==> config.mk <==
export PLATFORM = sky130hd
export DESIGN_NAME = spi_master_ctrl
export DESIGN_NICKNAME = d
export VERILOG_FILES = /design/src/rtl/spi_master_ctrl.sv
export SDC_FILE = /design/constraint.sdc
export NUM_CORES = 1
export LEC_CHECK = 0
export ABC_AREA = 1
export CORE_MARGIN = 3
export CORE_UTILIZATION = 46
export CTS_CLUSTER_DIAMETER = 150
export DETAILED_ROUTE_END_ITERATION = 16
export MAX_ROUTING_LAYER = met4
export PLACE_DENSITY = 0.77
export REMOVE_ABC_BUFFERS = 1
export SLEW_MARGIN = 10
export SYNTH_ARGS = -nofsm -noshare
export SYNTH_HDL_FRONTEND = slang
export SYNTH_SLANG_ARGS = --single-unit
==> constraint.sdc <==
create_clock -name clk -period 1.9 [get_ports clk]
set_input_delay 0.285 -clock clk [delete_from_list [all_inputs] [get_ports clk]]
set_output_delay 0.285 -clock clk [all_outputs]
set_load 0.01 [all_outputs]
==> src/rtl/spi_master_ctrl.sv <==
// SPI master transaction sequencer: walks CMD/ADDR/DUMMY/DATA phases, launches
// the tx/rx shifters, gates SCLK and frames chip select with a 2-cycle hold.
module spi_master_ctrl #(
  parameter int NCS  = 4,
  parameter int LENW = 16
) (
  input  logic            clk,
  input  logic            rstn,
  input  logic            start,
  input  logic            abort,
  input  logic            rd,
  input  logic            quad,
  input  logic [NCS-1:0]  cs_sel,
  input  logic [LENW-1:0] cmd_len,
  input  logic [LENW-1:0] addr_len,
  input  logic [LENW-1:0] dummy_len,
  input  logic [LENW-1:0] data_len,
  input  logic            sclk_edge,
  input  logic            tx_done,
  input  logic            rx_done,
  input  logic            tx_clk_en,
  input  logic            rx_clk_en,
  output logic            tx_start,
  output logic            rx_start,
  output logic [LENW-1:0] tx_len,
  output logic [LENW-1:0] rx_len,
  output logic            tx_len_upd,
  output logic            rx_len_upd,
  output logic            quad_o,
  output logic            clk_en_o,
  output logic [NCS-1:0]  spi_csn,
  output logic            busy,
  output logic            eot
);

  typedef enum logic [2:0] {IDLE, CMD, ADDR, DUMMY, DATA_TX, DATA_RX, CS_HOLD} state_t;

  typedef struct packed {
    logic [LENW-1:0] cmd_len;
    logic [LENW-1:0] addr_len;
    logic [LENW-1:0] dummy_len;
    logic [LENW-1:0] data_len;
    logic            rd;
    logic            quad;
    logic [NCS-1:0]  cs;
  } xfer_t;

  state_t          state, nxt;
  xfer_t           xf, xf_in;
  logic            first_q, hold_q, tx_phase, accept;
  logic [LENW-1:0] dcnt;

  assign xf_in  = '{cmd_len, addr_len, dummy_len, data_len, rd, quad, cs_sel};
  assign accept = (state == IDLE) && start && !abort;

  // First non-empty phase after position 'from' (0: before CMD, 1: after CMD,
  // 2: after ADDR, 3: after DUMMY); an all-empty remainder goes to CS_HOLD.
  function automatic state_t pick(input logic [1:0] from, input xfer_t x);
    pick = CS_HOLD;
    if (x.data_len != '0)                 pick = x.rd ? DATA_RX : DATA_TX;
    if (from < 2'd3 && x.dummy_len != '0) pick = DUMMY;
    if (from < 2'd2 && x.addr_len != '0)  pick = ADDR;
    if (from < 2'd1 && x.cmd_len != '0)   pick = CMD;
  endfunction

  // Done pulses in a phase's launch cycle (first_q) belong to the previous phase.
  always_comb begin
    nxt = state;
    case (state)
      IDLE:    if (accept) nxt = pick(2'd0, xf_in);
      CMD:     if (abort) nxt = CS_HOLD; else if (!first_q && tx_done) nxt = pick(2'd1, xf);
      ADDR:    if (abort) nxt = CS_HOLD; else if (!first_q && tx_done) nxt = pick(2'd2, xf);
      DUMMY:   if (abort) nxt = CS_HOLD; else if (dcnt == LENW'(1) && sclk_edge) nxt = pick(2'd3, xf);
      DATA_TX: if (abort || (!first_q && tx_done)) nxt = CS_HOLD;
      DATA_RX: if (abort || (!first_q && rx_done)) nxt = CS_HOLD;
      CS_HOLD: if (hold_q) nxt = IDLE;
      default: nxt = IDLE;
    endcase
  end

  always_ff @(posedge clk or negedge rstn) begin
    if (!rstn) begin
      state   <= IDLE;
      xf      <= '0;
      first_q <= 1'b0;
      hold_q  <= 1'b0;
      dcnt    <= '0;
    end else begin
      state   <= nxt;
      first_q <= (nxt != state);
      hold_q  <= (state == CS_HOLD) ? ~hold_q : 1'b0;
      if (accept) xf <= xf_in;
      if (nxt == DUMMY && state != DUMMY)
        dcnt <= (state == IDLE) ? dummy_len : xf.dummy_len;
      else if (state == DUMMY && sclk_edge)
        dcnt <= dcnt - LENW'(1);
    end
  end

  assign tx_phase   = (state == CMD) || (state == ADDR) || (state == DATA_TX);
  assign tx_start   = tx_phase && first_q;
  assign tx_len_upd = tx_start;
  assign rx_start   = (state == DATA_RX) && first_q;
  assign rx_len_upd = rx_start;
  assign rx_len     = (state == DATA_RX) ? xf.data_len : '0;
  assign quad_o     = ((state == DATA_TX) || (state == DATA_RX)) && xf.quad;
  assign spi_csn    = (state == IDLE) ? '1 : ~xf.cs;
  assign busy       = (state != IDLE);
  assign eot        = (state == CS_HOLD) && hold_q;

  always_comb begin
    tx_len = '0;
    case (state)
      CMD:     tx_len = xf.cmd_len;
      ADDR:    tx_len = xf.addr_len;
      DATA_TX: tx_len = xf.data_len;
      default: tx_len = '0;
    endcase
  end

  // Abort cuts SCLK in the same cycle it is seen.
  always_comb begin
    clk_en_o = 1'b0;
    case (state)
      DUMMY:             clk_en_o = 1'b1;
      CMD, ADDR, DATA_TX: clk_en_o = tx_clk_en;
      DATA_RX:           clk_en_o = rx_clk_en;
      default:           clk_en_o = 1'b0;
    endcase
    if (abort) clk_en_o = 1'b0;
  end

endmodule

==> flow_summary.toml <==
[synth]
ys_seq_area_share_pct = 43.1
ys_types = 36
yosysWarnings = 0
ys_ff_latch = 91
syn_avg_cell_area_sq_um = 6.93
netlist_instances = 763
synth_area_sq_um = 5290

[clock_tree]
cts_num_sinks = 91
cts_buffers = 9
clock-root-buffer = "clkbuf_16"
htree_levels = 3
cts_max_path_buffers = 2
cts_tree = "yes"
worstSkewPairLatency_ns = 0.36
clk_pin_slew_ns = 0.06

[placed_design]
dp.cells = 1100
portBuffers = 122
routabilityCongestion = 0.954
dpl_worst_slack_ns = -0.417
place_area_sq_um = 7380
dp_hpwl_um = 11500

[timing]
finalSetupViolCount = 41
clock_skew_ns = 0.00560
final_hold_viol_count = 0
setup_slack_ns = -0.181
min_period_ns = 2.08
setup_tns_ns = -3.65
worst_pin_slew_ns = 0.531
max_slew_margin_pct = 64.6
fin_crit_sh_pct = 110
rsz0062_at_grt = "true"
final_max_slew_viol_count = 0
fmax_ghz = 0.480

[detailed_routing]
num_vias = 5940
dr.pass1.iters = 5
via_per_inst = 5.15
wl_um = 18100
drt.antenna.violating_nets = 0
post-route-drc-count = 0
wl_per_cell_um = 15.7
drt_iter0_markers = 478

[floorplanning]
core_area_sq_um = 11000
die_h_um = 113
num_rows = 38
start_util_pct = 47.9
die_x_um = 113
boundaryPins = 123
die_area_sq_um = 12800

[layout]
area_delta_synth_final_pct = 58.2
fill_cells = 770
seqCellArea_sq_um = 2280
multiInputGateArea_sq_um = 2790
drive_gt1_share_pct = 28.7
diodes = 0
final_nets = 1089
final_cell_count_no_fill = 1153
design_area_sq_um = 8370

[critical_path]
reg2regPathDepth = 16
path_cells = "inv_2, ha_4, nand2_4, nor2_4, nand2_2, nor2_4, buf_6, nand2_2, a21boi_2, nand3_2, nand3_4, buf_6, clkinvlp_4, nand2_2, nand2_1, nand2_1"
r2r_end = "dcnt[12]"
path_max_fanout = 6
cp-start-kind = "register"
arrival_ns = 2.38
crit_required_ns = 2.20
endpoint_kind = "register"
max_stage_delay_ns = 0.39
crit_path_frequent_cell = "nand2_2"
crit_type = "reg -> reg"
setup.worst_path.start = "dcnt[1]"
r2r_setup_slack_ns = -0.18
cp_slowest_cell = "dfrtp_1"
r2r_start = "dcnt[1]"

[pwr]
pwr-share-seq_pct = 27.7
p_leak_nw = 4.17
power.switching_mw = 5.32
comb_power_share_pct = 58.2
p_clk_share_pct = 14.1
p_sw_share_pct = 42.9
power.internal_mw = 7.10
peakVddDrop_mv = 1.07
p_per_area_nw_per_um2 = 1490

[global_route]
gr-usage-all-layers_pct = 26.4
grt_antenna_before_repair = 0
grt_pass1_vias = 5488
grt_pass1_wl_um = 26300
overflow = 0
grt_max_degree = 87

[run]
max_cap_viol_count = 0

[min_path]
min_from = "quad"
hp-class = "in -> reg"
whs_endpoint = "xf[4]"
holdPathStages = 3

[status]
violations = "negative setup slack"
status = "finished, violations left"
-- worst max-delay path: cells and delay by family, from the launching register on --
kind	cells	cell delay, ns
adders and majority gates	1	0.14
and+or+nand+nor	10	0.88
AOI/OAI and AO/OA	1	0.14
buffers and inverters	4	0.47
DFF	1	0.39
-- layout by cell type, fill, tap and decap left out, types with 3 or more instances in the layout --
cell             count
buf_6               33
nand3_2              9
nand3_1             18
o21ai_0             83
buf_2               24
inv_4                3
clkbuf_16           12
o21a_1               3
nor2_1              72
o211ai_1            17
nand2_2             27
buf_8                3
buf_12               7
clkdlybuf4s50_1     77
clkbuf_2             9
nor3_1               3
dfrtp_1             91
inv_2                7
clkinvlp_4           5
inv_1               95
nand2_1            219
xor2_1               7
buf_4              102
nand2_4              6
nand4_1             19
nor2_4              13
xnor2_1              3
o21ai_1              5
nor2_2               8
nand3_4              6
-- cells in the mapped netlist --
cell type    n  share of area (%)
nor2_4       2               0.43
buf_4        2               0.28
ha_1         2               0.47
nand2_2      5               0.59
or2_2        1               0.12
buf_6        1               0.21
inv_2        5               0.35
clkinv_2     2               0.19
nor3_1       4               0.38
buf_1        1              0.071
o211ai_1    17                2.4
nand3_4      2               0.66
xor2_1       7                1.2
nand2_4      1               0.21
buf_2        1              0.095
a21oi_2      1               0.17
o21a_1       3               0.43
nand3b_1     1               0.14
nand2_1    247                 18
a21boi_1     1               0.14
a21oi_1      2               0.19
nand3_1     29                2.7
dfrtp_1     91                 43
nor3_2       1               0.19
clkinv_1     1              0.071
buf_12       1               0.38
nand4_1     19                2.2
a31oi_1      1               0.12
inv_1      102                7.2
nand3_2      2               0.38
nor4_1       2               0.24
nor2_1      91                6.5
o21ai_0     89                8.4
xnor2_1      3               0.50
clkbuf_1    22                1.6
a21boi_0     1               0.14
-- layout make-up --
type                    instances  share of cell area, %
multi-input cells             534                   33.3
repair buffers                261                   28.4
flip-flops and latches         91                   27.2
inverters                     110                   5.37
clock buffers                  12                   3.07
well taps                     140                   2.09
clock inverters                 4                  0.389
repair inverters                1                 0.0897
-- how the worst max path moves through the flow --
stage          slack [ns]         end  cells past startpoint
3_5_place_dp        -0.42    dcnt[15]                     15
3_3_place_gp        -0.32     dcnt[4]                     14
2_1_floorplan       -0.99    dcnt[12]                     12
5_1_grt             -0.31     dcnt[4]                     16
6_report            -0.18    dcnt[12]                     16
4_1_cts             -0.16  tx_len[12]                      7
-- layer usage --
layer  global-route usage (%)  vias up  part of all wire (%)
li1                         -     2890                     -
met1                     35.4     2767                    42
met5                        -        -                     0
met2                     41.2      253                    48
met3                     6.10       30                   7.6
met4                     5.53        0                   1.9
-- state kept, by name, indices dropped and copies added (netlist names) --
| signal | count |
|---|---|
| hold_q | 1 |
| xf | 70 |
| state | 3 |
| first_q | 1 |
| dcnt | 16 |
-- cells by family (layout without fill, tap and decap cells) --
logic type | after synthesis | count (layout) | share of synthesized area [%]
compound gates | 115 | 115 | 12.0
xor+xnor | 10 | 10 | 1.66
fa+ha+maj | 2 | 2 | 0.473
buf+inv | 138 | 388 | 10.5
flops | 91 | 91 | 43.1
simple gates | 407 | 407 | 32.3
-- metrics by stage --
step                utilization (%)  hold slack, ns  total power, mW
detailed placement             66.9           0.292             9.25
finish                         75.9           0.459             12.4
global placement               66.9           0.291             9.17
floorplan                         -         -0.0106             6.30
global route                   75.9           0.464             13.2
CTS                            71.9           0.451             11.4
-- power by group through the flow --
stage | combinational [mW] | clock [mW] | sequential [mW]
after detailed placement | 5.87 | 0 | 3.38
after global routing | 7.88 | 1.83 | 3.53
after floorplan | 2.97 | 0 | 3.34
after global placement | 5.82 | 0 | 3.35
final | 7.23 | 1.75 | 3.44
after CTS | 6.28 | 1.77 | 3.37
-- timing repair --
item,CTS,global route
hold buffers,1,0
setup endpoints to repair,60,119
endpoints found under the hold margin,36,0
pin swaps,21,42
setup buffers,17,16
resized for setup,168,156
cloned,2,4
Note: power is estimated with default switching activity, not from simulation.
